`config.mk`:
```
export PLATFORM = sky130hd
export DESIGN_NAME = pll_profile_scheduler
export DESIGN_NICKNAME = d
export VERILOG_FILES = /design/src/rtl/pll_profile_scheduler.sv
export SDC_FILE = /design/constraint.sdc
export NUM_CORES = 1
export LEC_CHECK = 0
export ABC_AREA = 1
export CAP_MARGIN = 5
export CORE_MARGIN = 1
export CORE_UTILIZATION = 55
export CTS_BUF_LIST = sky130_fd_sc_hd__clkbuf_8
export CTS_CLUSTER_SIZE = 28
export DETAILED_ROUTE_END_ITERATION = 8
export GPL_TIMING_DRIVEN = 1
export PLACE_DENSITY = 0.82
export RECOVER_POWER = 25
export SLEW_MARGIN = 15
export SYNTH_ARGS = -nofsm -noshare
export SYNTH_HDL_FRONTEND = slang
export SYNTH_SLANG_ARGS = --single-unit
```
`constraint.sdc`:
```
create_clock -name clock -period 2.9 [get_ports clock]
set_input_delay 0.58 -clock clock [delete_from_list [all_inputs] [get_ports clock]]
set_output_delay 0.58 -clock clock [all_outputs]
set_load 0.03 [all_outputs]
```
`src/rtl/pll_profile_scheduler.sv`:
```
// Round-robin scheduler sharing one PLL reconfiguration engine among NUM_REQ requesters.
// Optional PLL_LOCK_SYNC_EN: double-flop synchronizer on the locked input.
`timescale 1ns/1ps
module pll_profile_scheduler #(
  parameter int unsigned NUM_REQ       = 4,
  parameter int unsigned LOCK_TIMEOUT  = 50000,
  parameter int unsigned START_TIMEOUT = 64,
  parameter int unsigned MAX_RETRY     = 2,
  parameter int unsigned TMR_W         = 16
) (
  input  logic                   clock,
  input  logic                   reset_n,
  input  logic [NUM_REQ-1:0]     req,
  input  logic [3*NUM_REQ-1:0]   req_profile,
  output logic [NUM_REQ-1:0]     ack,
  output logic [NUM_REQ-1:0]     nack,
  output logic [NUM_REQ-1:0]     grant,
  input  logic                   busy,
  input  logic                   locked,
  output logic                   want_to_reconfig,
  output logic [2:0]             intended_rom,
  output logic                   main_reset_rom_address,
  output logic [2:0]             current_profile,
  output logic                   profile_valid,
  output logic [2:0]             sched_state
);

  localparam int unsigned IDX_W = (NUM_REQ > 1) ? $clog2(NUM_REQ) : 1;
  localparam int unsigned RTY_W = ($clog2(MAX_RETRY + 1) > 0) ? $clog2(MAX_RETRY + 1) : 1;

  typedef enum logic [2:0] {
    IDLE      = 3'd0,
    ARB       = 3'd1,
    RST_ADDR  = 3'd2,
    START     = 3'd3,
    WAIT_BUSY = 3'd4,
    WAIT_LOCK = 3'd5,
    RESP      = 3'd6,
    FAIL      = 3'd7
  } state_e;

  state_e             state_q, state_d;
  logic [IDX_W-1:0]   ptr_q, ptr_d;
  logic [IDX_W-1:0]   winner_q, winner_d;
  logic [TMR_W-1:0]   timer_q, timer_d;
  logic [RTY_W-1:0]   retry_q, retry_d;
  logic [2:0]         intended_rom_q, intended_rom_d;
  logic [2:0]         current_profile_q, current_profile_d;
  logic               profile_valid_q, profile_valid_d;
  logic [NUM_REQ-1:0] grant_q, grant_d;
  logic [NUM_REQ-1:0] ack_q, ack_d;
  logic [NUM_REQ-1:0] nack_q, nack_d;
  logic               want_q, want_d;
  logic               mrra_q, mrra_d;
  logic               lock_use;

`ifdef PLL_LOCK_SYNC_EN
  logic lock_s1_q, lock_s2_q;

  // Two-stage synchronizer for an asynchronous PLL lock indicator.
  always_ff @(posedge clock or negedge reset_n) begin
    if (!reset_n) begin
      lock_s1_q <= 1'b0;
      lock_s2_q <= 1'b0;
    end else begin
      lock_s1_q <= locked;
      lock_s2_q <= lock_s1_q;
    end
  end

  assign lock_use = lock_s2_q;
`else
  assign lock_use = locked;
`endif

  // Unpack the per-requester profile slices.
  logic [2:0] prof_arr [NUM_REQ];
  always_comb begin
    for (int unsigned k = 0; k < NUM_REQ; k++) begin
      prof_arr[k] = req_profile[3*k +: 3];
    end
  end

  // First asserted request at or after the round-robin pointer.
  logic             arb_found;
  logic [IDX_W-1:0] arb_idx;
  logic [IDX_W-1:0] cand_idx;
  int unsigned      arb_cand;
  logic [2:0]       arb_profile;

  always_comb begin
    arb_found = 1'b0;
    arb_idx   = '0;
    arb_cand  = 0;
    cand_idx  = '0;
    for (int unsigned k = 0; k < NUM_REQ; k++) begin
      arb_cand = 32'(ptr_q) + k;
      if (arb_cand >= NUM_REQ) arb_cand = arb_cand - NUM_REQ;
      cand_idx = IDX_W'(arb_cand);
      if (!arb_found && req[cand_idx]) begin
        arb_found = 1'b1;
        arb_idx   = cand_idx;
      end
    end
    arb_profile = prof_arr[arb_idx];
  end

  // Next-state and registered-output logic.
  always_comb begin
    state_d           = state_q;
    ptr_d             = ptr_q;
    winner_d          = winner_q;
    timer_d           = '0;
    retry_d           = retry_q;
    intended_rom_d    = intended_rom_q;
    current_profile_d = current_profile_q;
    profile_valid_d   = profile_valid_q;
    grant_d           = grant_q;
    ack_d             = '0;
    nack_d            = '0;
    want_d            = 1'b0;
    mrra_d            = 1'b0;

    case (state_q)
      IDLE: begin
        if (|req) state_d = ARB;
      end
      ARB: begin
        if (arb_found) begin
          winner_d       = arb_idx;
          intended_rom_d = arb_profile;
          grant_d        = NUM_REQ'(1) << arb_idx;
          ptr_d          = (32'(arb_idx) == NUM_REQ - 1) ? '0 : arb_idx + IDX_W'(1);
          if (profile_valid_q && (arb_profile == current_profile_q) && lock_use)
            state_d = RESP;
          else
            state_d = RST_ADDR;
        end else begin
          state_d = IDLE;
        end
      end
      RST_ADDR: state_d = START;
      START: begin
        if (busy)
          state_d = WAIT_BUSY;
        else if (timer_q == TMR_W'(START_TIMEOUT - 1))
          state_d = FAIL;
        else
          timer_d = timer_q + TMR_W'(1);
      end
      WAIT_BUSY: begin
        if (!busy) state_d = WAIT_LOCK;
      end
      WAIT_LOCK: begin
        // Lock seen on the final timeout cycle still wins.
        if (lock_use)
          state_d = RESP;
        else if (timer_q == TMR_W'(LOCK_TIMEOUT - 1))
          state_d = FAIL;
        else
          timer_d = timer_q + TMR_W'(1);
      end
      RESP: begin
        state_d = IDLE;
        grant_d = '0;
        retry_d = '0;
      end
      FAIL: begin
        if (32'(retry_q) < MAX_RETRY) begin
          retry_d = retry_q + RTY_W'(1);
          state_d = RST_ADDR;
        end else begin
          retry_d = '0;
          grant_d = '0;
          state_d = IDLE;
        end
      end
      default: state_d = IDLE;
    endcase

    // Entry actions so the pulses line up with the state they belong to.
    if (state_d == RESP && state_q != RESP) begin
      ack_d             = NUM_REQ'(1) << winner_d;
      current_profile_d = intended_rom_d;
      profile_valid_d   = 1'b1;
    end
    if (state_d == FAIL && state_q != FAIL) begin
      profile_valid_d = 1'b0;
      if (32'(retry_q) >= MAX_RETRY) nack_d = NUM_REQ'(1) << winner_q;
    end
    mrra_d = (state_d == RST_ADDR);
    want_d = (state_d == START);
  end

  always_ff @(posedge clock or negedge reset_n) begin
    if (!reset_n) begin
      state_q           <= IDLE;
      ptr_q             <= '0;
      winner_q          <= '0;
      timer_q           <= '0;
      retry_q           <= '0;
      intended_rom_q    <= '0;
      current_profile_q <= '0;
      profile_valid_q   <= 1'b0;
      grant_q           <= '0;
      ack_q             <= '0;
      nack_q            <= '0;
      want_q            <= 1'b0;
      mrra_q            <= 1'b0;
    end else begin
      state_q           <= state_d;
      ptr_q             <= ptr_d;
      winner_q          <= winner_d;
      timer_q           <= timer_d;
      retry_q           <= retry_d;
      intended_rom_q    <= intended_rom_d;
      current_profile_q <= current_profile_d;
      profile_valid_q   <= profile_valid_d;
      grant_q           <= grant_d;
      ack_q             <= ack_d;
      nack_q            <= nack_d;
      want_q            <= want_d;
      mrra_q            <= mrra_d;
    end
  end

  assign ack                    = ack_q;
  assign nack                   = nack_q;
  assign grant                  = grant_q;
  assign want_to_reconfig       = want_q;
  assign main_reset_rom_address = mrra_q;
  assign intended_rom           = intended_rom_q;
  assign current_profile        = current_profile_q;
  assign profile_valid          = profile_valid_q;
  assign sched_state            = state_q;

endmodule

```
Word level (Yosys, flattened, before mapping)
Index checks and enable logic that the tools add are counted.
{ "classes": {"n_addsub": 10, "n_lt_le_gt_ge": 11, "n_eq_ne": 19, "shifts": 3, "mux": 53, "bitwise_logic": 1, "n_reduce_logical": 17} }
{ "op_table": {"columns": ["op", "count"], "rows": [
  ["$mux 16", 4],
  ["$mux 3", 12],
  ["$pmux 16 s2", 1],
  ["$mux 2", 13],
  ["$pmux 3 s8", 1],
  ["$mux 4", 5],
  ["$eq 3x3->1 const B", 6],
  ["$add 16x1->16 const B", 1],
  ["$eq 16x16->1 const B", 1],
  ["$eq 16x6->1 const B", 1],
  ["$eq 3x2->1 const B", 4],
  ["$ge 3x3->1 const B", 4],
  ["$lt 2x3->1 const B", 4],
  ["$pmux 4 s3", 1],
  ["$shl 1x2->4 const A", 3],
  ["$mux 1", 10],
  ["$bmux 1 s2", 4],
  ["$sub 2x1->2 const B", 4],
  ["$logic_and 1x1->1", 7],
  ["$add 2x2->3 const B", 2],
  ["$bmux 3 s2", 1],
  ["$ne 3x3->1 const B", 2],
  ["$add 2x1->2 const B", 2],
  ["$ne 2x2->1 const B", 2],
  ["16 further kinds", 19]
]} }
{ "totals": {"register_bits": 46, "wordCells": 127} }

Logic depth before layout (Yosys ltp)
Gate-level depths: netlist of run 1.
{ "logic_depth": {"ltp_word": 28, "mapped_depth": 21} }

Worst setup path before layout of run 1
No wires, ideal clock.
{ "synth_timing": {"path_kind": "in2reg", "startpoint": "input req[3]", "endpoint": "register ack_q[0] (netlist: ack[0])", "setup_time_ns": 0.135, "arrival_time_ns": 2.017, "t_required_ns": 2.765, "path_slack_ns": 0.747, "path_stages": 18, "n_path_buf": 0, "cell_sequence": "inv_1 nand2_1 nand3_1 nand2_2 nand2_2 nand2_2 nand2_4 nand3_4 nand2_2 nand2_1 nand2_1 nand2_1 nor2_1 nor2_2 nand2_2 nand3_4 nand2_4 nor3_1"} }
{ "synth_between": {"elab_chain_len": 25} }
{ "synth_lines": {"columns": ["item", "line", "rtl"], "rows": [
  ["from (decl)", "13", "input logic [NUM_REQ-1:0] req,"],
  ["$bmux 1 s2", "100", "if (!arb_found && req[cand_idx]) begin"],
  ["$mux 1 (not written as such)", "100", null],
  ["$mux 1", "100", null],
  ["$logic_not 1->1", "100", null],
  ["$logic_and 1x1->1", "100", null],
  ["$mux 1", "100", null],
  ["$logic_not 1->1", "100", null],
  ["$logic_and 1x1->1", "100", null],
  ["(+11 left out)", null, null],
  ["$mux 3", "134", "if (profile_valid_q && (arb_profile == current_profile_q) && lock_use)"],
  ["$mux 3", "129", "if (arb_found) begin"],
  ["$pmux 3 s8 (*)", "124", "case (state_q)"],
  ["via state_d[2]", "42", "state_e state_q, state_d;"],
  ["$eq 3x3->1 (*)", "182", "if (state_d == RESP && state_q != RESP) begin"],
  ["$logic_and 1x1->1 (*)", "182", null],
  ["$mux 4 (*)", "182", null],
  ["via ack_d[0]", "51", "logic [NUM_REQ-1:0] ack_q, ack_d;"],
  ["to (signal assigned)", "220", "ack_q <= ack_d;"],
  ["to (decl)", "51", null]
]} }
Mark *: on every way through the listed nets, which the timed path passes. The rest lies on a longest branch. The select of a mux whose other input is x is not followed.
A chain may end at the register's enable or synchronous reset.

Worst setup path in the final report of run 1
{ "layout_timing": {"startpoint": "input req[3]", "endpoint": "register nack_q[0] (netlist: nack[0])"} }
{ "layout_between": {"elab_chain_len": 25} }
{ "layout_lines": {"columns": ["item", "line", "rtl"], "rows": [
  ["$bmux 1 s2", "100", null],
  ["$mux 1 (not written as such)", "100", null],
  ["$mux 1", "100", null],
  ["$logic_not 1->1", "100", null],
  ["$logic_and 1x1->1", "100", null],
  ["$mux 1", "100", null],
  ["$logic_not 1->1", "100", null],
  ["$logic_and 1x1->1", "100", null],
  ["(+11 left out)", null, null],
  ["$mux 3", "134", null],
  ["$mux 3", "129", null],
  ["$pmux 3 s8 (*)", "124", null],
  ["via state_d[2]", "42", null],
  ["$eq 3x3->1 (*)", "187", "if (state_d == FAIL && state_q != FAIL) begin"],
  ["$logic_and 1x1->1 (*)", "187", null],
  ["$mux 4 (*)", "187", null],
  ["via nack_d[0]", "52", "logic [NUM_REQ-1:0] nack_q, nack_d;"],
  ["to (signal assigned)", "221", "nack_q <= nack_d;"],
  ["to (decl)", "52", null]
]} }
Marks and branches as above.

==> results of run 1 <==
[kinds of logic (layout without fill, tap and decap cells)]
| kind of cell | count (synthesis) | in the layout | synth area share, % |
|---|---|---|---|
| fa+ha+maj | 5 | 5 | 2.338 |
| compound gates | 36 | 36 | 7.573 |
| buf+inv | 62 | 116 | 9.256 |
| simple gates | 201 | 201 | 36.84 |
| flops | 46 | 46 | 43.01 |
| xor+xnor | 3 | 3 | 0.9819 |
[path summary, 6_finish.rpt]
kind / startpoint / to / slack, ps
worst min register to register: timer_q[0] / timer_q[0] / 470
worst max-delay path: req[3] / nack[0] / 310
max in group asynchronous: reset_n / current_profile[2] / 1760
worst max register to register: ptr_q[0] / nack[0] / 390
min in group clock: timer_q[0] / timer_q[0] / 470
worst min-delay path: reset_n / nack[0] / 460
[through the flow]
step                      area [um^2]  setup TNS [ps]  setup WS [ps]
after global placement           3188               0          83.47
final                            3306               0          313.5
after global routing             3306               0          96.26
after floorplan                  2676               0          747.1
after detailed placement         3188          -10.20         -10.20
after CTS                        3306               0          301.4
[state kept, by name (all words and copies together), names as in the netlist]
signal,cells
ack,4
timer_q,16
ptr_q,2
want_to_reconfig,1
nack,4
retry_q,2
intended_rom,3
profile_valid,1
sched_state,3
main_reset_rom_address,1
grant,4
current_profile,3
winner_q,2
[power by group through the flow]
stage / Clock (mW) / Combinational [mW] / Sequential [mW]
3_5_place_dp: 0 / 2.00 / 0.950
6_report: 0.498 / 2.01 / 0.941
2_1_floorplan: 0 / 1.28 / 1.09
5_1_grt: 0.530 / 2.24 / 0.963
4_1_cts: 0.503 / 2.02 / 0.938
3_3_place_gp: 0 / 1.96 / 0.949
[layout by cell type (no fill, tap or decap), drive strengths merged]
| cell | n |
|---|---|
| nor3 | 20 |
| dfrtp | 46 |
| clkbuf | 6 |
| nand4 | 12 |
| nor2 | 32 |
| a21boi | 1 |
| o21bai | 1 |
| o311ai | 1 |
| nand2 | 102 |
| xnor2 | 1 |
| buf | 4 |
| xor2 | 2 |
| ha | 5 |
| a31oi | 2 |
| o21ai | 21 |
| o21a | 2 |
| o221a | 1 |
| nor4 | 2 |
| clkinvlp | 1 |
| a21oi | 7 |
| clkinv | 2 |
| clkdlybuf4s50 | 42 |
| inv | 60 |
| nand3 | 33 |
| bufinv | 1 |
[metal layers]
metal  vias up  GRT usage (%)
met2        59          40.78
met5         -              0
met3         9          4.360
li1       1235              -
met4         0          6.536
met1      1161          31.31
[layout make-up]
| class | instances | area (um^2) | share of cell area [%] |
|---|---|---|---|
| inverters | 61 | 236.5 | 7.154 |
| flip-flops and latches | 46 | 1151 | 34.82 |
| multi-input cells | 245 | 1277 | 38.65 |
| clock buffers | 5 | 68.82 | 2.082 |
| well taps | 54 | 67.56 | 2.044 |
| clock inverters | 3 | 48.80 | 1.476 |
| repair buffers | 47 | 455.4 | 13.78 |
==> impl_metrics.csv, run 1 <==
group,metric,value,unit
cts,cts-resized-gates,0,
finish,num-fill-cells,382,
placement,dp_hpwl,4501,um
finish,fin_util,70.45,%
synth,ys_seq_area_share,43.01,%
cts,clockBufferDepth,2,
sta,setup_violations,0,
worst_setup_path,slowest_delay,420,ps
worst_setup_path,end_kind,"register",
drt,wl_met3,194,um
floorplan,rows,25,
sta,holdWs,458.2,ps
power_and_ir_drop,p_switching,1.693,mW
sta,hold_viol,0,
worst_setup_path,cpMostUsedCell,"nand2_2",
power_and_ir_drop,p_leak,1.627,nW
finish,fin_nets,431,
worst_setup_path,reg2regPathDepth,18,
power_and_ir_drop,clock_power_share,14.4,%
drt,finalWirelength,5835,um
synth,synth_area_leaders,"dfrtp_1, nand2_1, inv_1",
drt,antenna_left,0,
synth,yosysMostFrequentCell,"nand2_1",
placement,place.gp.congestion,0.8962,
sta,max_slew.worst_pin.slew,1106,ps
floorplan,boundaryPins,44,
global_route,grt_pass1_vias,2239,
worst_setup_path,crit_buf_inv,2,
cts,post-cts-setup-buffer-count,0,
worst_setup_path,critical_path.slowest_cell,"clkdlybuf4s50_1",
placement,portBuffers,43,
power_and_ir_drop,sw_frac_of_total,49.04,%
worst_setup_path,cp.required,3120,ps
cts,clock-root-buffer,"clkbuf_8",
sta,fmax,386.6,MHz
worst_setup_path,cp_max_fo,10,
worst_setup_path,crit_arrival,2800,ps
cts,numCtsBuffers,5,
drt,vias,2464,
global_route,grtUsageTotal,23.87,%
drt,wl_met1,2660,um
finish,drive_gt1_share,11.30,%
cts,path_clk_slew,100,ps
sta,fin_skew,13.92,ps
drt,dr.max_layer_used,"met4",
drt,drtIter0Drc,129,
drt,firstDrtPassIters,4,
sta,rsz0062_at_grt,"no",
global_route,grt_overflow_total,0,
synth,async_flop_share,100.0,%
drt,wire_per_inst,12.66,um
sta,fin_crit,2586,ps
cts,htreeDepth,2,
floorplan,die_h,71.76,um
worst_setup_path,crit_path_start_kind,"input port",
synth,synth_top_cell_by_area,"dfrtp_1",
floorplan,core,4692,um^2
power_and_ir_drop,power_frac_seq,27.3,%
global_route,grt_first_pass_wirelength,9708,um
worst_setup_path,worst-path-stages,18,
synth,ys_top_cells_by_count,"nand2_1, inv_1, dfrtp_1",
synth,synthFlopType,"dfrtp_1",
worst_setup_path,crit_family,"simple AND/OR/NAND/NOR gates",
synth,synth_cell_types,30,
cts,hold_buffers,0,
placement,dp.cells,453,
drt,via_per_inst,5.345,
power_and_ir_drop,ir_drop,0.0006009,V
synth,netlist_instances,353,
cts,tritoncts,"built",
flow_run,max-cap-violations,0,
drt,drc_errors,0,
synth,netlist.area_leader.share,43.01,%
sta,slew_headroom,26.25,%
cts,cts.sinks,46,
power_and_ir_drop,finalPower,3.452,mW
power_and_ir_drop,combPwrFrac,58.3,%
worst_setup_path,path_cells,"clkdlybuf4s50_1 -> inv_1 -> nand2_1 -> nand3_1 -> nand2_2 -> nand2_2 -> nand2_2 -> nand2_4 -> nand3_4 -> nand2_2 -> nand3_1 -> nand3_1 -> nand2_1 -> nor2_2 -> nand2_2 -> nand3_4 -> nand2_2 -> nor3_1",
finish,fin_cells,461,
drt,routed-wl-met2,2910,um
cts,clock_latency,310,ps
power_and_ir_drop,p_int,1.759,mW
worst_setup_path,path_class,"in2reg",
synth,syn_area,2676,um^2
sta,fin_crit_sh,89.19,%
synth,synth_edf_count,0,
finish,synthToLayoutAreaGrowth,23.52,%
synth,ys_ff_latch,46,
sta,finalMaxSlewViolations,0,
synth,syn_nets,378,
min_path,holdCritPathClass,"in2async",
global_route,grt_max_degree,47,
global_route,antenna_found_initial,0,
synth,avgSynthCellArea,7.582,um^2
floorplan,die-area,5149,um^2
run_status,status,"completed",
synth,yosysWarnings,0,
floorplan,start_util,57.04,%
power_and_ir_drop,powerDensity,1044,nW/um^2
floorplan,die_x,71.76,um
finish,diodes,0,
Power figures use the tool's default switching activity.
==> run 2: changes to the inputs <==
Settings changed: SLEW_MARGIN 15 to 20.
==> results of run 2 <==
Same layout as run 1: the final DEF is identical, and so are final timing and power.
